`config.mk`:
```
export PLATFORM = sky130hd
export DESIGN_NAME = uart_word_sender_flat
export DESIGN_NICKNAME = d
export VERILOG_FILES = /design/src/rtl/uart_word_sender_if.sv /design/src/rtl/uart_word_sender.sv /design/src/flat_wrapper.sv
export SDC_FILE = /design/constraint.sdc
export NUM_CORES = 1
export LEC_CHECK = 0
export ABC_AREA = 1
export CAP_MARGIN = 25
export CORE_MARGIN = 3
export CORE_UTILIZATION = 50
export CTS_CLUSTER_SIZE = 24
export DETAILED_ROUTE_END_ITERATION = 10
export PLACE_DENSITY = 0.76
export SETUP_SLACK_MARGIN = 0.4
export SYNTH_ARGS = -nofsm -noshare
export SYNTH_HDL_FRONTEND = slang
export SYNTH_SLANG_ARGS = --single-unit
```
`constraint.sdc`:
```
create_clock -name clk -period 1.5 [get_ports clk]
set_input_delay 0.375 -clock clk [delete_from_list [all_inputs] [get_ports clk]]
set_output_delay 0.375 -clock clk [all_outputs]
set_load 0.02 [all_outputs]
```
`src/rtl/uart_word_sender_if.sv`:
```
// Core-side handshake bundle for the UART word sender: the request (valid/data/id)
// and its status returns (ready/done).
interface uart_word_sender_if;
    logic        valid;
    logic        ready;
    logic [31:0] data;
    logic        id;
    logic        done;

    modport master (
        output valid,
        output data,
        output id,
        input  ready,
        input  done
    );

    modport slave (
        input  valid,
        input  data,
        input  id,
        output ready,
        output done
    );
endinterface

```
`src/rtl/uart_word_sender.sv`:
```
// UART transmit end of the core link: sends one byte or a 32-bit word (low byte first)
// as back-to-back 8N1 frames, LSB first, with a one-cycle done pulse at the end.
module uart_word_sender #(
    parameter int CLKS_PER_BIT = 868,
    parameter int CNT_WIDTH    = 10
) (
    input  logic              clk,
    input  logic              rst,
    uart_word_sender_if.slave bus,
    output logic              UART_TX
);

    typedef enum logic [1:0] {
        IDLE  = 2'd0,
        START = 2'd1,
        DATA  = 2'd2,
        STOP  = 2'd3
    } state_t;

    localparam logic [CNT_WIDTH-1:0] BAUD_LAST = CNT_WIDTH'(CLKS_PER_BIT - 1);

    state_t               state_q, state_d;
    logic [CNT_WIDTH-1:0] baud_q, baud_d;
    logic [2:0]           bit_q, bit_d;
    logic [1:0]           bytes_q, bytes_d;
    logic [31:0]          word_q, word_d;
    logic [7:0]           shift_q, shift_d;
    logic                 tx_q, tx_d;
    logic                 ready_q, ready_d;
    logic                 done_q, done_d;
    logic                 bit_end_s;

    assign bit_end_s = (baud_q == BAUD_LAST);

    // Next-state and registered-output computation for the framing FSM.
    always_comb begin
        state_d = state_q;
        baud_d  = baud_q;
        bit_d   = bit_q;
        bytes_d = bytes_q;
        word_d  = word_q;
        shift_d = shift_q;
        tx_d    = tx_q;
        ready_d = ready_q;
        done_d  = 1'b0;

        case (state_q)
            IDLE: begin
                tx_d    = 1'b1;
                ready_d = 1'b1;
                if (bus.valid && ready_q) begin
                    word_d  = bus.data;
                    bytes_d = bus.id ? 2'd3 : 2'd0;
                    baud_d  = '0;
                    bit_d   = 3'd0;
                    tx_d    = 1'b0;
                    ready_d = 1'b0;
                    state_d = START;
                end else begin
                    baud_d = '0;
                end
            end
            START: begin
                if (bit_end_s) begin
                    baud_d  = '0;
                    bit_d   = 3'd0;
                    shift_d = word_q[7:0];
                    tx_d    = word_q[0];
                    state_d = DATA;
                end else begin
                    baud_d = baud_q + CNT_WIDTH'(1);
                end
            end
            DATA: begin
                if (bit_end_s) begin
                    baud_d = '0;
                    if (bit_q == 3'd7) begin
                        tx_d    = 1'b1;
                        state_d = STOP;
                    end else begin
                        // Rotate rather than shift so the register's low bit stays live.
                        bit_d   = bit_q + 3'd1;
                        shift_d = {shift_q[0], shift_q[7:1]};
                        tx_d    = shift_q[1];
                    end
                end else begin
                    baud_d = baud_q + CNT_WIDTH'(1);
                end
            end
            STOP: begin
                if (bit_end_s) begin
                    baud_d = '0;
                    if (bytes_q != 2'd0) begin
                        word_d  = {8'h00, word_q[31:8]};
                        bytes_d = bytes_q - 2'd1;
                        tx_d    = 1'b0;
                        state_d = START;
                    end else begin
                        tx_d    = 1'b1;
                        ready_d = 1'b1;
                        done_d  = 1'b1;
                        state_d = IDLE;
                    end
                end else begin
                    baud_d = baud_q + CNT_WIDTH'(1);
                end
            end
            default: begin
                baud_d  = '0;
                tx_d    = 1'b1;
                ready_d = 1'b1;
                state_d = IDLE;
            end
        endcase
    end

    // State and output registers; reset aborts any frame and returns the line to idle.
    always_ff @(posedge clk) begin
        if (rst) begin
            state_q <= IDLE;
            baud_q  <= '0;
            bit_q   <= 3'd0;
            bytes_q <= 2'd0;
            word_q  <= 32'h0000_0000;
            shift_q <= 8'h00;
            tx_q    <= 1'b1;
            ready_q <= 1'b1;
            done_q  <= 1'b0;
        end else begin
            state_q <= state_d;
            baud_q  <= baud_d;
            bit_q   <= bit_d;
            bytes_q <= bytes_d;
            word_q  <= word_d;
            shift_q <= shift_d;
            tx_q    <= tx_d;
            ready_q <= ready_d;
            done_q  <= done_d;
        end
    end

    assign UART_TX   = tx_q;
    assign bus.ready = ready_q;
    assign bus.done  = done_q;

endmodule
```
`src/flat_wrapper.sv`:
```
// flat-port wrapper written by rule: the top's interface ports become plain ports
module uart_word_sender_flat 
#(
    parameter int CLKS_PER_BIT = 868,
    parameter int CNT_WIDTH    = 10
)
  (clk, rst, UART_TX, bus_valid, bus_data, bus_id, bus_ready, bus_done);
  uart_word_sender_if bus_i ();
  input  logic clk;
  input  logic rst;
  output logic UART_TX;
  input wire logic [$bits(bus_i.valid)-1:0] bus_valid;
  input wire logic [$bits(bus_i.data)-1:0] bus_data;
  input wire logic [$bits(bus_i.id)-1:0] bus_id;
  output wire logic [$bits(bus_i.ready)-1:0] bus_ready;
  output wire logic [$bits(bus_i.done)-1:0] bus_done;
  assign bus_i.valid = bus_valid;
  assign bus_i.data = bus_data;
  assign bus_i.id = bus_id;
  assign bus_ready = bus_i.ready;
  assign bus_done = bus_i.done;
  uart_word_sender #(.CLKS_PER_BIT(CLKS_PER_BIT), .CNT_WIDTH(CNT_WIDTH)) u_core (.clk(clk), .rst(rst), .bus(bus_i), .UART_TX(UART_TX));
endmodule
```
=== Yosys cells after proc, flatten, opt, wreduce, memory -nomap -nowiden ===
Index checks and enable logic that the tools add are counted.

* Register bits after elaboration: 60
* Input bits: 36
* Output and inout port bits: 3
* Word-level logic and storage cells: 78

* Add/subtract/negate cells: 3
* Equality and inequality tests: 13
* Mux-type cells: 37
* Bitwise logic cells: 2
* Reductions and logical operators: 14

{| class="wikitable"
|+ Operators with widths
! cell !! count
|-
| 32-bit 2-to-1 mux || 3
|-
| 32-bit one-hot mux with 2 select lines || 1
|-
| 8-bit 2-to-1 mux || 3
|-
| 10-bit one-hot mux with 2 select lines || 1
|-
| 2-bit 2-to-1 mux || 9
|-
| 8-bit one-hot mux with 2 select lines || 1
|-
| 3-bit 2-to-1 mux || 4
|-
| 2-bit by 1-bit inequality test with 1-bit output (second input constant) || 6
|-
| 10-bit by 1-bit adder with 10-bit output (second input constant) || 1
|-
| 10-bit equality test (second input constant) || 1
|-
| 10-bit 2-to-1 mux || 1
|-
| 5-bit AND reduction || 2
|-
| 1-bit 2-to-1 mux || 9
|-
| 3-bit one-hot mux with 3 select lines || 1
|-
| 2-bit one-hot mux with 4 select lines || 1
|-
| 4-bit AND reduction || 2
|-
| 3-bit AND reduction || 2
|-
| 2-bit nonzero test || 3
|-
| 3-bit OR reduction || 2
|-
| 2-bit equality test (second input constant) || 2
|-
| 2-bit inequality test (second input constant) || 2
|-
| 1-bit one-hot mux with 4 select lines || 1
|-
| 2-bit one-hot mux with 2 select lines || 1
|-
| 3-bit by 1-bit adder with 3-bit output (second input constant) || 1
|-
| 8 further kinds || 9
|}

=== Longest topological paths before layout ===
* Depth in word-level cells: 4
* Mapped depth: 10

=== Worst setup path after synthesis ===
Ideal clock, no wire load.

* Kind: register to register
* Start point: register u_core.state_q[0]
* End point: register u_core.word_q[14]
* Data arrival time: 1.531 ns
* Path slack: -0.146 ns
* Stages on the path, launching flop included: 10
* Path buffers: 1
* Period minus slack after synthesis: 1.646 ns
* Cell sequence: dfxtp_1 > inv_1 > ha_1 > clkinv_1 > nand2_1 > nor2_1 > buf_2 > nand3_1 > nand2_1 > nor2_1

* Word-level cells in the longest chain between the ends: 3

{| class="wikitable"
|+ RTL lines
! what !! line !! source
|-
| from (decl) || uart_word_sender.sv:22 || <nowiki>state_t state_q, state_d;</nowiki>
|-
| from (signal assigned) || uart_word_sender.sv:130 || <nowiki>state_q <= state_d;</nowiki>
|-
| 2-bit equality test or 2-bit logical NOT (tied branches) || uart_word_sender.sv:47 || <nowiki>case (state_q)</nowiki>
|-
| 2-bit by 1-bit inequality test with 1-bit output (no source line) or 2-bit nonzero test (tied branches) || n/a ||
|-
| 4-bit AND reduction (no source line) || n/a ||
|-
| to (signal assigned) || uart_word_sender.sv:134 || <nowiki>word_q <= word_d;</nowiki>
|-
| to (decl) || uart_word_sender.sv:26 || <nowiki>logic [31:0] word_q, word_d;</nowiki>
|}

Several ways; a longest one is shown, not always the timed one.
A chain may end at the register's enable or synchronous reset.

=== Final worst setup path ===
* Start point: register u_core.state_q[1]
* End point: register u_core.word_q[7]

The elaborated chain is that of the path after synthesis.

==> flow_metrics.env <==
export IMPL_grt_pass1_vias=2748
export IMPL_hp_class="reg2reg"
export IMPL_final_common_cell="nand2_1"
export IMPL_min_from="u_core.baud_q[0]"
export IMPL_reg2regPathDepth=9
export IMPL_cts_buffer_depth=2
export IMPL_cp_depth=9
export IMPL_rsz0062_at_grt="true"
export IMPL_end_kind="flip-flop"
export IMPL_power_leakage_nw=1.71
export IMPL_hold_violations=0
export IMPL_syn_area_um2=3030
export IMPL_die_area_um2=7030
export IMPL_path_cells="inv_4 -> ha_4 -> clkinv_4 -> nand2_4 -> nor2_4 -> buf_12 -> nand3_1 -> nand2_1 -> nor2_1"
export IMPL_setup_viol=2
export IMPL_cts_sinks=60
export IMPL_slew_violations=0
export IMPL_seq_area_um2=1220
export IMPL_worstSkewPairLatency_ns=0.35
export IMPL_drt_iter0_drc=128
export IMPL_dr_pass1_iters=4
export IMPL_cts_tree="built"
export IMPL_clock_skew_ns=0.00903
export IMPL_path_clk_slew_ns=0.07
export IMPL_worstPathArrival_ns=1.77
export IMPL_cts_made_buffers=9
export IMPL_worstPathMaxFanout=23
export IMPL_syn_inst=393
export IMPL_grt_start_max_net_pins=46
export IMPL_worstSetupPathType="reg2reg"
export IMPL_antenna_found_initial=0
export IMPL_io_buffers=38
export IMPL_ys_ff_latch=60
export IMPL_finalCriticalPeriod_ns=1.52
export IMPL_area_growth_pct=41.9
export IMPL_drtAntennaViolNets=0
export IMPL_cts_root_buf="clkbuf_8"
export IMPL_critPathLaunchType="flip-flop"
export IMPL_multiInputGateArea_um2=1940
export IMPL_synth_top_cell_by_area="dfxtp_1"
export IMPL_worst_pin_slew_ns=0.298
export IMPL_drive_gt1_share_pct=28.7
export IMPL_wl_um=7650
export IMPL_syn_num_nets=437
export IMPL_ir_drop_mv=0.995
export IMPL_place_gp_congestion=0.831
export IMPL_cp_endpoint="u_core.word_q[7]"
export IMPL_yosys_top_cells_area="dfxtp_1 40%, mux2i_1 11%, nand2_1 9.2%, nor2_1 7.4%, nand3_1 7.3%"
export IMPL_initial_utilization_pct=53.4
export IMPL_slew_headroom_pct=80.0
export IMPL_startpoint="u_core.state_q[1]"
export IMPL_final_setup_worst_slack_ns=-0.0200
export IMPL_yosysUniqueCellTypes=34
export IMPL_violations="setup timing"
export IMPL_postLayoutCoreUtil_pct=75.7
export IMPL_core_area_um2=5680
export IMPL_grt_pass1_wl_um=12600
export IMPL_wire_per_inst_um=14.3
export IMPL_cp_slowest_cell="dfxtp_4"
export IMPL_avgSynthCellArea_um2=7.70
export IMPL_fp_dieW_um=83.8
export IMPL_powerDensity_nw_per_um2=1740
export IMPL_rows=27
export IMPL_seq_area_frac_synth_pct=39.7
export IMPL_yosys_warnings=0
export IMPL_post_place_ws_ns=-0.337
export IMPL_critical_path_top_delay_family="simple AND/OR/NAND/NOR gates"
export IMPL_synth_top_area_share_pct=39.7
export IMPL_dp_cells=504
export IMPL_nets=504
export IMPL_max_freq_mhz=658
export IMPL_drv_cap=0
export IMPL_htreeDepth=3
export IMPL_antenna_cells=0
export IMPL_final_cell_mix="60 x nand2_1, 55 x nor2_1, 50 x dfxtp_1"
export IMPL_gr_total_overflow=0
export IMPL_finalCritPeriodShare_pct=101
export IMPL_crit_buf_inv=3
export IMPL_r2r_start="u_core.state_q[1]"
export IMPL_instances_no_fill=536
export IMPL_status="complete, but fails checks"
export IMPL_cts_hold_buf=0
export IMPL_vias=2864
export IMPL_avgViaCountPerCell=5.34
export IMPL_track_usage_pct=22.0
export IMPL_die_y_um=83.8
export IMPL_place_hpwl_um=4730
export IMPL_rr_endpoint="u_core.word_q[7]"
export IMPL_route_detailed_drc=0
export IMPL_required_ns=1.75
export IMPL_fill_cells=419
export IMPL_critPathMaxStageDelay_ns=0.40
export IMPL_ios=39
export IMPL_reg2reg_setup_slack_ns=-0.02
-- sequential cells by signal, summed over array words and instances, names as in the netlist --
register / cells
u_core.state_q: 2
u_core.bus.ready: 1
u_core.UART_TX: 1
u_core.bus.done: 1
u_core.word_q: 32
u_core.shift_q: 8
u_core.bytes_q: 2
u_core.baud_q: 10
u_core.bit_q: 3
-- through the flow --
stage | cell area, um2 | setup TNS (ns) | hold WS, ns | power [mW]
detailed placement | 3740 | -9.84 | 0.434 | 5.40
CTS | 4160 | 0 | 0.442 | 7.03
floorplan | 3230 | 0 | 0.420 | 4.72
global placement | 3740 | -8.90 | 0.426 | 5.30
global route | 4300 | -1.60 | 0.460 | 8.05
finish | 4300 | -0.0220 | 0.442 | 7.48
-- layer usage --
| metal | vias to the layer above | routed length (um) | global-route usage (%) | part of all wire, % |
|---|---|---|---|---|
| met3 | 13 | 304 | 5.33 | 4.0 |
| met1 | 1349 | 3390 | 27.2 | 44 |
| met2 | 58 | 3800 | 36.5 | 50 |
| met5 | - | 0 | 0 | 0 |
| met4 | 0 | 159 | 9.21 | 2.1 |
| li1 | 1444 | - | - | - |
-- worst reg2reg max path, delay by kind of cell, from the launching register on --
kind                       cells  cell delay [ns]
buffers and inverters          3             0.30
adders and majority gates      1             0.25
DFF                            1             0.40
and+or+nand+nor                5             0.47
-- cells in the mapped netlist --
master / count
nand2_1: 74
dfxtp_1: 60
nor2_1: 60
nand3_1: 44
a21oi_1: 40
mux2i_1: 32
inv_1: 16
ha_1: 8
buf_2: 7
buf_4: 5
o21ai_0: 5
nand3_2: 4
a21oi_2: 3
buf_1: 3
inv_2: 3
or2_2: 3
xor2_1: 3
buf_6: 2
nand2_2: 2
nand4_1: 2
nor2_2: 2
nor3_1: 2
nor3_2: 2
and3_1: 1
buf_8: 1
clkbuf_1: 1
clkinv_1: 1
nand2_4: 1
nand4_2: 1
nor3_4: 1
nor3b_1: 1
o211ai_1: 1
o21ai_2: 1
xnor2_1: 1
-- where the power goes --
| part | internal [mW] | switching [mW] | total [mW] | leakage (nW) |
|---|---|---|---|---|
| sequential | 2.06 | 0.318 | 2.37 | 0.496 |
| clock | 0.625 | 0.654 | 1.28 | 0.0917 |
| combinational | 1.80 | 2.03 | 3.83 | 1.13 |
| total | 4.48 | 3.00 | 7.48 | 1.71 |
-- logic make-up (layout without fill, tap and decap cells) --
group                      Yosys count  after routing  share of synthesized area (%)
muxes                               32             32                           10.6
and+or+nand+nor                    200            202                           29.8
DFF                                 60             60                           39.7
AOI/OAI and AO/OA                   50             50                           8.84
xor gates and xnor gates             4              4                           1.16
buffers and inverters               39            108                           6.61
adders and majority gates            8              8                           3.31
-- cell type report --
cell class,count,share of cell area (%)
clock buffers,10,3.20
clock inverters,5,0.670
inverters,20,2.10
multi-input cells,296,45.2
flip-flops and latches,60,28.4
well taps,72,2.10
repair buffers,73,18.3
-- worst min-delay path by stage --
stage	endpoint	slack [ns]	cells past startpoint
after floorplan	u_core.baud_q[0]	0.42	1
after global placement	u_core.baud_q[0]	0.43	1
after detailed placement	u_core.baud_q[0]	0.43	1
after CTS	u_core.baud_q[0]	0.44	1
after global routing	u_core.baud_q[0]	0.46	1
final	u_core.baud_q[0]	0.44	1
-- repair_timing --
item | CTS | global route
gates cloned | 2 | 1
pin swaps | 23 | 9
setup buffers | 9 | 5
resized for setup | 57 | 22
setup endpoints to repair | 63 | 63
Note: power is estimated with default switching activity, not from simulation.
